==> config.mk <==
export PLATFORM = sky130hd
export DESIGN_NAME = zube_fifo_bridge
export DESIGN_NICKNAME = d
export VERILOG_FILES = /design/src/rtl/zube_fifo_bridge.sv
export SDC_FILE = /design/constraint.sdc
export NUM_CORES = 1
export LEC_CHECK = 0
export CAP_MARGIN = 10
export CORE_UTILIZATION = 35
export CTS_BUF_LIST = sky130_fd_sc_hd__clkbuf_4
export CTS_CLUSTER_SIZE = 14
export DETAILED_ROUTE_END_ITERATION = 16
export DONT_BUFFER_PORTS = 1
export PLACE_DENSITY = 0.59
export SLEW_MARGIN = 40
export SYNTH_ARGS = -nofsm -noshare
export SYNTH_HDL_FRONTEND = slang
export SYNTH_SLANG_ARGS = --single-unit
==> constraint.sdc <==
create_clock -name clk -period 2.6 [get_ports clk]
set_clock_uncertainty 0.05 [all_clocks]
set_input_delay 0.39 -clock clk [delete_from_list [all_inputs] [get_ports clk]]
set_output_delay 0.39 -clock clk [all_outputs]
set_load 0.05 [all_outputs]
==> src/rtl/zube_fifo_bridge.sv <==
// Z80 I/O-port to Wishbone mailbox: RX FIFO carries Z80 writes to the SoC, TX FIFO carries SoC writes to the Z80.
// State | meaning:  ST_IDLE = transceiver off | ST_DRIVE = bus_out driven to Z80 until synced read strobe rises.
module zube_fifo_bridge #(
    parameter logic [31:0] BASE_ADDRESS   = 32'h3000_0000,
    parameter int          FIFO_DEPTH     = 8,
    parameter logic [7:0]  Z80_RESET_PORT = 8'h80,
    parameter int          SYNC_STAGES    = 2
) (
    input  logic        clk,
    input  logic        reset_b,
    input  logic        z80_write_strobe_b,
    input  logic        z80_read_strobe_b,
    input  logic [7:0]  z80_address_bus,
    input  logic [7:0]  z80_data_bus_in,
    output logic [7:0]  z80_data_bus_out,
    output logic        z80_bus_dir,
    input  logic        wb_cyc_in,
    input  logic        wb_stb_in,
    input  logic        wb_we_in,
    input  logic [31:0] wb_addr_in,
    input  logic [31:0] wb_data_in,
    output logic        wb_ack_out,
    output logic        wb_stall_out,
    output logic [31:0] wb_data_out,
    output logic        irq_out
);

    localparam int PW = $clog2(FIFO_DEPTH);
    localparam int LW = PW + 1;
    localparam logic [LW-1:0] FULL_LVL = LW'(FIFO_DEPTH);

    typedef enum logic {ST_IDLE, ST_DRIVE} state_t;

    state_t state_q, state_d;

    logic [SYNC_STAGES-1:0]      wr_sync_q, wr_sync_d;
    logic [SYNC_STAGES-1:0]      rd_sync_q, rd_sync_d;
    logic [SYNC_STAGES-1:0][7:0] addr_sync_q, addr_sync_d;
    logic [SYNC_STAGES-1:0][7:0] data_sync_q, data_sync_d;
    logic                        wr_prev_q, wr_prev_d;
    logic                        rd_prev_q, rd_prev_d;

    logic [7:0]    port_q, port_d;
    logic          irq_en_q, irq_en_d;
    logic          rx_ovf_q, rx_ovf_d;
    logic          tx_ovf_q, tx_ovf_d;
    logic          ack_q, ack_d;
    logic [31:0]   wb_data_q, wb_data_d;
    logic          irq_q, irq_d;
    logic [7:0]    bus_out_q, bus_out_d;

    logic [7:0]    rx_mem_q [FIFO_DEPTH];
    logic [7:0]    tx_mem_q [FIFO_DEPTH];
    logic [PW-1:0] rx_wr_ptr_q, rx_wr_ptr_d, rx_rd_ptr_q, rx_rd_ptr_d;
    logic [PW-1:0] tx_wr_ptr_q, tx_wr_ptr_d, tx_rd_ptr_q, tx_rd_ptr_d;
    logic [LW-1:0] rx_level_q, rx_level_d, tx_level_q, tx_level_d;

    logic       wr_s, rd_s;
    logic [7:0] z_addr, z_data, port_stat;
    logic       z_wr_data, z_rd_data, z_rd_stat, z_rd_evt;
    logic       hit_ctrl, hit_data, hit_stat, wb_req, wb_go, wb_wr, wb_rd;
    logic       rx_empty, rx_full, tx_empty, tx_full;
    logic       rx_push_req, rx_push, rx_pop, tx_push_req, tx_push, tx_pop;
    logic       unused_wb_bits;

    assign unused_wb_bits = ^wb_data_in[31:9];

    // Strobe, address and data share one pipeline so an event always sees the matching address/data.
    always_comb begin
        wr_sync_d   = {wr_sync_q[SYNC_STAGES-2:0], z80_write_strobe_b};
        rd_sync_d   = {rd_sync_q[SYNC_STAGES-2:0], z80_read_strobe_b};
        addr_sync_d = {addr_sync_q[SYNC_STAGES-2:0], z80_address_bus};
        data_sync_d = {data_sync_q[SYNC_STAGES-2:0], z80_data_bus_in};
        wr_prev_d   = wr_sync_q[SYNC_STAGES-1];
        rd_prev_d   = rd_sync_q[SYNC_STAGES-1];
    end

    assign wr_s      = wr_sync_q[SYNC_STAGES-1];
    assign rd_s      = rd_sync_q[SYNC_STAGES-1];
    assign z_addr    = addr_sync_q[SYNC_STAGES-1];
    assign z_data    = data_sync_q[SYNC_STAGES-1];
    assign port_stat = port_q + 8'd1;

    assign z_wr_data = wr_prev_q & ~wr_s & (z_addr == port_q);
    assign z_rd_data = rd_prev_q & ~rd_s & (z_addr == port_q);
    assign z_rd_stat = rd_prev_q & ~rd_s & (z_addr == port_stat);
    assign z_rd_evt  = z_rd_data | z_rd_stat;

    assign hit_ctrl = (wb_addr_in == BASE_ADDRESS);
    assign hit_data = (wb_addr_in == BASE_ADDRESS + 32'd4);
    assign hit_stat = (wb_addr_in == BASE_ADDRESS + 32'd8);
    assign wb_req   = wb_cyc_in & wb_stb_in & (hit_ctrl | hit_data | hit_stat);
    // A request held through its ack cycle is serviced only once.
    assign wb_go    = wb_req & ~ack_q;
    assign wb_wr    = wb_go & wb_we_in;
    assign wb_rd    = wb_go & ~wb_we_in;

    assign rx_empty = (rx_level_q == '0);
    assign rx_full  = (rx_level_q == FULL_LVL);
    assign tx_empty = (tx_level_q == '0);
    assign tx_full  = (tx_level_q == FULL_LVL);

    assign rx_push_req = z_wr_data;
    assign rx_pop      = wb_rd & hit_data & ~rx_empty;
    assign rx_push     = rx_push_req & (~rx_full | rx_pop);
    assign tx_push_req = wb_wr & hit_data;
    assign tx_pop      = z_rd_data & ~tx_empty;
    assign tx_push     = tx_push_req & (~tx_full | tx_pop);

    always_comb begin
        port_d      = port_q;
        irq_en_d    = irq_en_q;
        rx_wr_ptr_d = rx_wr_ptr_q;
        rx_rd_ptr_d = rx_rd_ptr_q;
        tx_wr_ptr_d = tx_wr_ptr_q;
        tx_rd_ptr_d = tx_rd_ptr_q;
        bus_out_d   = bus_out_q;
        wb_data_d   = 32'h0;
        ack_d       = wb_go;
        irq_d       = irq_en_q & ~rx_empty;

        if (rx_push) rx_wr_ptr_d = rx_wr_ptr_q + 1'b1;
        if (rx_pop)  rx_rd_ptr_d = rx_rd_ptr_q + 1'b1;
        if (tx_push) tx_wr_ptr_d = tx_wr_ptr_q + 1'b1;
        if (tx_pop)  tx_rd_ptr_d = tx_rd_ptr_q + 1'b1;
        rx_level_d = rx_level_q + LW'(rx_push) - LW'(rx_pop);
        tx_level_d = tx_level_q + LW'(tx_push) - LW'(tx_pop);

        // Set beats write-1-to-clear in the same cycle.
        rx_ovf_d = (rx_ovf_q & ~(wb_wr & hit_stat & wb_data_in[4])) | (rx_push_req & ~rx_push);
        tx_ovf_d = (tx_ovf_q & ~(wb_wr & hit_stat & wb_data_in[5])) | (tx_push_req & ~tx_push);

        if (wb_wr && hit_ctrl) begin
            port_d   = wb_data_in[7:0];
            irq_en_d = wb_data_in[8];
        end

        if (wb_rd) begin
            if (hit_ctrl) begin
                wb_data_d = {23'b0, irq_en_q, port_q};
            end else if (hit_data) begin
                wb_data_d = rx_empty ? 32'h0 : {23'b0, 1'b1, rx_mem_q[rx_rd_ptr_q]};
            end else begin
                wb_data_d = {8'b0, 8'(tx_level_q), 8'(rx_level_q), 2'b0,
                             tx_ovf_q, rx_ovf_q, tx_full, tx_empty, rx_full, rx_empty};
            end
        end

        if (z_rd_data) begin
            bus_out_d = tx_empty ? 8'hFF : tx_mem_q[tx_rd_ptr_q];
        end else if (z_rd_stat) begin
            bus_out_d = {6'b0, ~rx_full, ~tx_empty};
        end
    end

    always_comb begin
        state_d = state_q;
        case (state_q)
            ST_IDLE:  if (z_rd_evt) state_d = ST_DRIVE;
            ST_DRIVE: if (rd_s)     state_d = ST_IDLE;
            default:                state_d = ST_IDLE;
        endcase
    end

    always_comb begin
        z80_bus_dir = (state_q == ST_DRIVE);
    end

    assign z80_data_bus_out = bus_out_q;
    assign wb_ack_out       = ack_q;
    assign wb_stall_out     = 1'b0;
    assign wb_data_out      = wb_data_q;
    assign irq_out          = irq_q;

    always_ff @(posedge clk) begin
        if (rx_push) rx_mem_q[rx_wr_ptr_q] <= z_data;
        if (tx_push) tx_mem_q[tx_wr_ptr_q] <= wb_data_in[7:0];
    end

    always_ff @(posedge clk or negedge reset_b) begin
        if (!reset_b) begin
            state_q <= ST_IDLE;
        end else begin
            state_q <= state_d;
        end
    end

    always_ff @(posedge clk or negedge reset_b) begin
        if (!reset_b) begin
            wr_sync_q   <= '1;
            rd_sync_q   <= '1;
            addr_sync_q <= '0;
            data_sync_q <= '0;
            wr_prev_q   <= 1'b1;
            rd_prev_q   <= 1'b1;
            port_q      <= Z80_RESET_PORT;
            irq_en_q    <= 1'b0;
            rx_ovf_q    <= 1'b0;
            tx_ovf_q    <= 1'b0;
            ack_q       <= 1'b0;
            wb_data_q   <= 32'h0;
            irq_q       <= 1'b0;
            bus_out_q   <= 8'h0;
            rx_wr_ptr_q <= '0;
            rx_rd_ptr_q <= '0;
            tx_wr_ptr_q <= '0;
            tx_rd_ptr_q <= '0;
            rx_level_q  <= '0;
            tx_level_q  <= '0;
        end else begin
            wr_sync_q   <= wr_sync_d;
            rd_sync_q   <= rd_sync_d;
            addr_sync_q <= addr_sync_d;
            data_sync_q <= data_sync_d;
            wr_prev_q   <= wr_prev_d;
            rd_prev_q   <= rd_prev_d;
            port_q      <= port_d;
            irq_en_q    <= irq_en_d;
            rx_ovf_q    <= rx_ovf_d;
            tx_ovf_q    <= tx_ovf_d;
            ack_q       <= ack_d;
            wb_data_q   <= wb_data_d;
            irq_q       <= irq_d;
            bus_out_q   <= bus_out_d;
            rx_wr_ptr_q <= rx_wr_ptr_d;
            rx_rd_ptr_q <= rx_rd_ptr_d;
            tx_wr_ptr_q <= tx_wr_ptr_d;
            tx_rd_ptr_q <= tx_rd_ptr_d;
            rx_level_q  <= rx_level_d;
            tx_level_q  <= tx_level_d;
        end
    end

endmodule

Word-level counts from Yosys, hierarchy flattened
Memories as Yosys holds them, arrays and structs flattened.
Index checks and enable logic that the tools add are counted.
{"block": "classes", "addsub": 9, "muxes": 14, "n_reduce_logical": 4, "bitwise": 44, "n_eq_ne": 7}
{"operator": "$eq A32 B30 Y1 const B", "n": 3}
{"operator": "$mux W20", "n": 3}
{"operator": "$and A1 B1 Y1", "n": 24}
{"operator": "$mux W8", "n": 3}
{"operator": "$eq A8 B8 Y1", "n": 2}
{"operator": "$not A1 Y1", "n": 13}
{"operator": "$add A3 B1 Y3 const B", "n": 4}
{"operator": "$mux W9", "n": 1}
{"operator": "$add A4 B1 Y4", "n": 2}
{"operator": "$add A8 B1 Y8 const B", "n": 1}
{"operator": "$eq A4 B4 Y1 const B", "n": 2}
{"operator": "$logic_not A4 Y1", "n": 2}
{"operator": "$sub A4 B1 Y4", "n": 2}
{"operator": "$or A1 B1 Y1", "n": 7}
{"operator": "$mux W1", "n": 6}
{"operator": "$pmux W1 S2", "n": 1}
{"operator": "$reduce_bool A2 Y1", "n": 1}
{"operator": "$logic_and A1 B1 Y1", "n": 1}
{"block": "word_totals", "wordCells": 103, "reg_bits": 112, "in_bits": 87, "memories": 2, "output_inout_bits": 44, "ram_bits": 128}
{"name": "rx_mem_q", "depth": 8, "width": 8, "read_ports": 1, "rd_clocked_by_memory_dff": 0, "write_ports": 1, "line_no": "52", "source": "logic [7:0] rx_mem_q [FIFO_DEPTH];"}
{"name": "tx_mem_q", "depth": 8, "width": 8, "read_ports": 1, "rd_clocked_by_memory_dff": 0, "write_ports": 1, "line_no": "53", "source": "logic [7:0] tx_mem_q [FIFO_DEPTH];"}

Longest topological paths before layout
{"block": "depth", "depth_word": 13, "depth_mapped": 13, "ltp_nobuf": 12}

Worst setup path after synthesis
No wires, ideal clock.
{"block": "synth_timing", "path_type": "reg2reg", "start": "register port_q[7]", "end": "register tx_level_q[3]", "arrival_ps": 2756, "required_ps": 2471, "setup_ps": 79, "slack_ps": -285, "path_stages_with_launch": 12, "synth_period_minus_slack_ps": 2885, "path_buffers": 1, "cell_sequence": "dfstp_2 xnor2_2 or4b_4 or3_1 buf_6 a21oi_4 ha_1 inv_1 ha_1 a21o_1 a21oi_1 xor2_1"}
{"block": "synth_via", "elab_chain_len": 7}
{"element": "start: declaration", "line_no": "43", "source": "logic [7:0] port_q, port_d;"}
{"element": "start signal: assignment", "line_no": "217", "source": "port_q <= port_d;"}
{"element": "$eq A8 B8 Y1 (*)", "line_no": "85", "source": "assign z_rd_data = rd_prev_q & ~rd_s & (z_addr == port_q);"}
{"element": "$and A1 B1 Y1 (*)", "line_no": "85"}
{"element": "$and A1 B1 Y1 (*)", "line_no": "107", "source": "assign tx_pop = z_rd_data & ~tx_empty;"}
{"element": "via tx_pop", "line_no": "63", "source": "logic rx_push_req, rx_push, rx_pop, tx_push_req, tx_push, tx_pop;"}
{"element": "$or A1 B1 Y1", "line_no": "108", "source": "assign tx_push = tx_push_req & (~tx_full | tx_pop);"}
{"element": "$and A1 B1 Y1", "line_no": "108"}
{"element": "$add A4 B1 Y4", "line_no": "127", "source": "tx_level_d = tx_level_q + LW'(tx_push) - LW'(tx_pop);"}
{"element": "$sub A4 B1 Y4 (*)", "line_no": "127"}
{"element": "via tx_level_d[3]", "line_no": "56", "source": "logic [LW-1:0] rx_level_q, rx_level_d, tx_level_q, tx_level_d;"}
{"element": "end signal: assignment", "line_no": "230", "source": "tx_level_q <= tx_level_d;"}
{"element": "end: declaration", "line_no": "56"}
Mark *: on every way through the listed nets, which the timed path passes. The rest lies on a longest branch.
A chain may end at the register's enable or synchronous reset.

Worst setup path in the final report
{"block": "layout_timing", "start": "register port_q[7]", "end": "register tx_level_q[2]"}
{"block": "layout_via", "elab_chain_len": 7}
{"element": "$eq A8 B8 Y1 (*)", "line_no": "85"}
{"element": "$and A1 B1 Y1 (*)", "line_no": "85"}
{"element": "$and A1 B1 Y1 (*)", "line_no": "107"}
{"element": "$or A1 B1 Y1", "line_no": "108"}
{"element": "$and A1 B1 Y1", "line_no": "108"}
{"element": "$add A4 B1 Y4", "line_no": "127"}
{"element": "$sub A4 B1 Y4 (*)", "line_no": "127"}
{"element": "via tx_level_d[2]", "line_no": "56"}
Marks and branches as above.

==> metrics.txt <==
Tot Pwr 0.00725 W; WL final 19.2 mm; Clock Tree Buf Depth 3; Total Routing Usage GR 14.9%; Min-Delay Path Class input pin to flop; critical-path cell list xnor2_2, or4b_4, nor4_4, o2111ai_2, ha_4, inv_2, ha_4, fa_2, xor2_1; register area share after synthesis 69.5%; simple-gate share of the synthesized area 6.46%; Clock transition at path regs 70 ps; post-synthesis mux area share 12.0%; Critical-path top delay cell dfstp_2; DP Worst Slack -306 ps; Placed Cells incl. Taps 917; Post-Synthesis Cells 544; Period minus WS final 2730 ps; layout cells sized above 1 37.5%; Synth Warn # 0; Final WS setup -130 ps; Critical Path Start Type flop; Max Freq 366 MHz; H-tree depth 2; DIE HEIGHT 162 um; Post-synth EDFFs 128; Ant. Diodes 0; Final Util 44.9%; DRC Markers 0; Routability Congestion 0.905; Max IR drop VDD 0.000304 V; vias per cell 4.83; synth-to-layout area growth 25.6%; largest family of logic cells by synthesized area multiplexers; critical setup path kind flop to flop; CTS buffer count 57; slew of the pin with the lowest slew margin 767 ps; Worst path max stage delay 550 ps; total die area 26400 um2; WP data arrival 3190 ps; Final Hold Fails 0; XOR/XNOR Fraction of Synth Area 1.84%; Main synth FF type edfxtp_1; Crit. End Element flop; pin count of the biggest net entering global routing 97; DRT Pass-1 Iters 4; nets@finish 791; RSZ-0062 raised after global routing yes; initial core utilization 35.7%; Clock Sinks 224; die width 162 um; Layout Cells excl Fill 1064; Worst path most repeated cell ha_4; Tcrit/Tclk final 105%; Routed Antenna Nets 0; worst relative slew slack 48.8%; vias in the first global route 5582; CP Max Fanout 3; failing checks negative setup slack; Required @ worst endpoint 3060 ps; CTS tree done; pins over their slew limit 0; final setup fails 59; Max-Cap Viols 0; initial antenna violation count 0; Pwr Density 641 nW/um2; Post-Syn Area 9000 um2; Synth async-reset ratio 42.9%; CTS root buf clkbuf_4; area post-placement 9900 um2; DR iter-0 viols 254; via count 5135; Syn Area/Cell 16.5 um2; Post-Synth Adder-Cell Area 2.81%; worst skew pair latency 660 ps; Top Ports 131; final non-filler cell area 11300 um2; row cnt 58; Seq cells post-synth 224; first-pass GRT wire length 30.0 mm; Pleak 4.30 nW; area of the core 25200 um2; Port Buffers 0; GRT overflow 0; outcome finished, violations left; post-synthesis compound-gate area fraction 4.07%; routed len/inst 18.0 um; Cell variety after synth 61; DP HPWL 13.1 mm
-- path summary, 6_finish.rpt --
path	start	slack, ps	cells after the start	end
min in group asynchronous	reset_b	280	2	z_data[0]
max in group asynchronous	reset_b	1790	2	rd_sync_q[0]
hold reg to reg	addr_sync_d[11]	280	0	z_addr[3]
setup / recovery	port_q[7]	-130	9	tx_level_q[2]
setup reg to reg	port_q[7]	-130	9	tx_level_q[2]
hold / removal	wb_addr_in[3]	70	4	tx_ovf_q
-- layout make-up --
type / count / area, um2
fill: 2190 / 13900
sequential: 224 / 6260
multi-input combinational: 279 / 2790
timing repair buffer: 99 / 987
clock buffer: 93 / 698
tap: 330 / 413
inverter: 24 / 92.6
clock inverter: 15 / 68.8
-- what timing repair did --
action	in CTS	in global routing
resized for setup	36	21
setup buffers	6	1
pin swaps	9	4
setup endpoints to repair	134	133
hold endpoints to repair	196	0
hold buffers	32	0
-- power by group --
group | total (W) | internal (W) | switching (W)
Combinational | 0.000389 | 0.000150 | 0.000239
Clock | 0.00296 | 0.00162 | 0.00134
Sequential | 0.00390 | 0.00383 | 0.0000653
Total | 0.00725 | 0.00561 | 0.00164
-- critical path, delay by kind of cell (launching register included) --
family,cells,cell delay (ps)
buf+inv,1,40
xor+xnor,2,270
compound gates,1,190
simple gates,2,740
fa+ha+maj,3,780
flops,1,550
-- layer usage --
metal	routed length (um)	global-route usage (%)	part of all wire (%)
met5	0	0	0
met4	276	4.97	1.4
met3	893	3.57	4.7
met2	10200	26.1	53
met1	7790	17.9	41
-- registers in the layout, summed over array words and instances (netlist names), 3 cells and up --
signal and count:
port_q 8, rx_mem_q 64, wb_data_out 16, data_sync_d 8, tx_rd_ptr_q 3, z_addr 8, rx_wr_ptr_q 3, z_data 8
addr_sync_d 8, tx_mem_q 64, tx_level_q 4, rx_rd_ptr_q 3, rx_level_q 4, tx_wr_ptr_q 3, z80_data_bus_out 8
-- cells in the final DEF (no fill, tap or decap), types with 6 or more instances in the layout --
cell type,n
nor3_1,11
nor4_1,7
mux4_2,32
inv_1,18
a21oi_1,10
dlygate4sd3_1,31
buf_6,15
nand2_1,19
mux2_2,12
mux2i_1,20
buf_4,44
conb_1,17
edfxtp_1,128
clkinv_1,11
ha_4,6
xnor2_1,6
nand3_1,8
xor2_1,11
nor2_4,13
dfstp_2,7
clkbuf_4,93
ha_1,11
dfrtp_1,88
a211oi_1,6
a31o_2,6
buf_12,6
nor2_1,19
-- through the flow --
step / hold WS, ps / setup TNS [ps]
3_5_place_dp: 47.2 / -27120
5_1_grt: 23.0 / -10600
3_3_place_gp: 47.1 / -20220
6_report: 74.1 / -3320
2_1_floorplan: 44.4 / -3870
4_1_cts: 18.5 / -3120
-- synthesized netlist by cell type, types with 11 or more instances --
cell      instances  area, um2
edfxtp_1        128       3840
dfrtp_1          89       2230
mux4_2           32        721
nor2_1           31        116
inv_1            24       90.1
mux2i_1          20        200
nand2_1          20       75.1
buf_4            17        128
ha_1             17        213
nor3_1           13       65.1
a21oi_1          12       60.1
mux2_2           12        135
xor2_1           11       96.3
-- kinds of logic after synthesis --
family | count (synthesis)
buf+inv | 57
other cells | 1
compound gates | 50
fa+ha+maj | 19
simple gates | 109
flops | 224
mux | 66
xor+xnor | 18
Power figures use the tool's default switching activity.
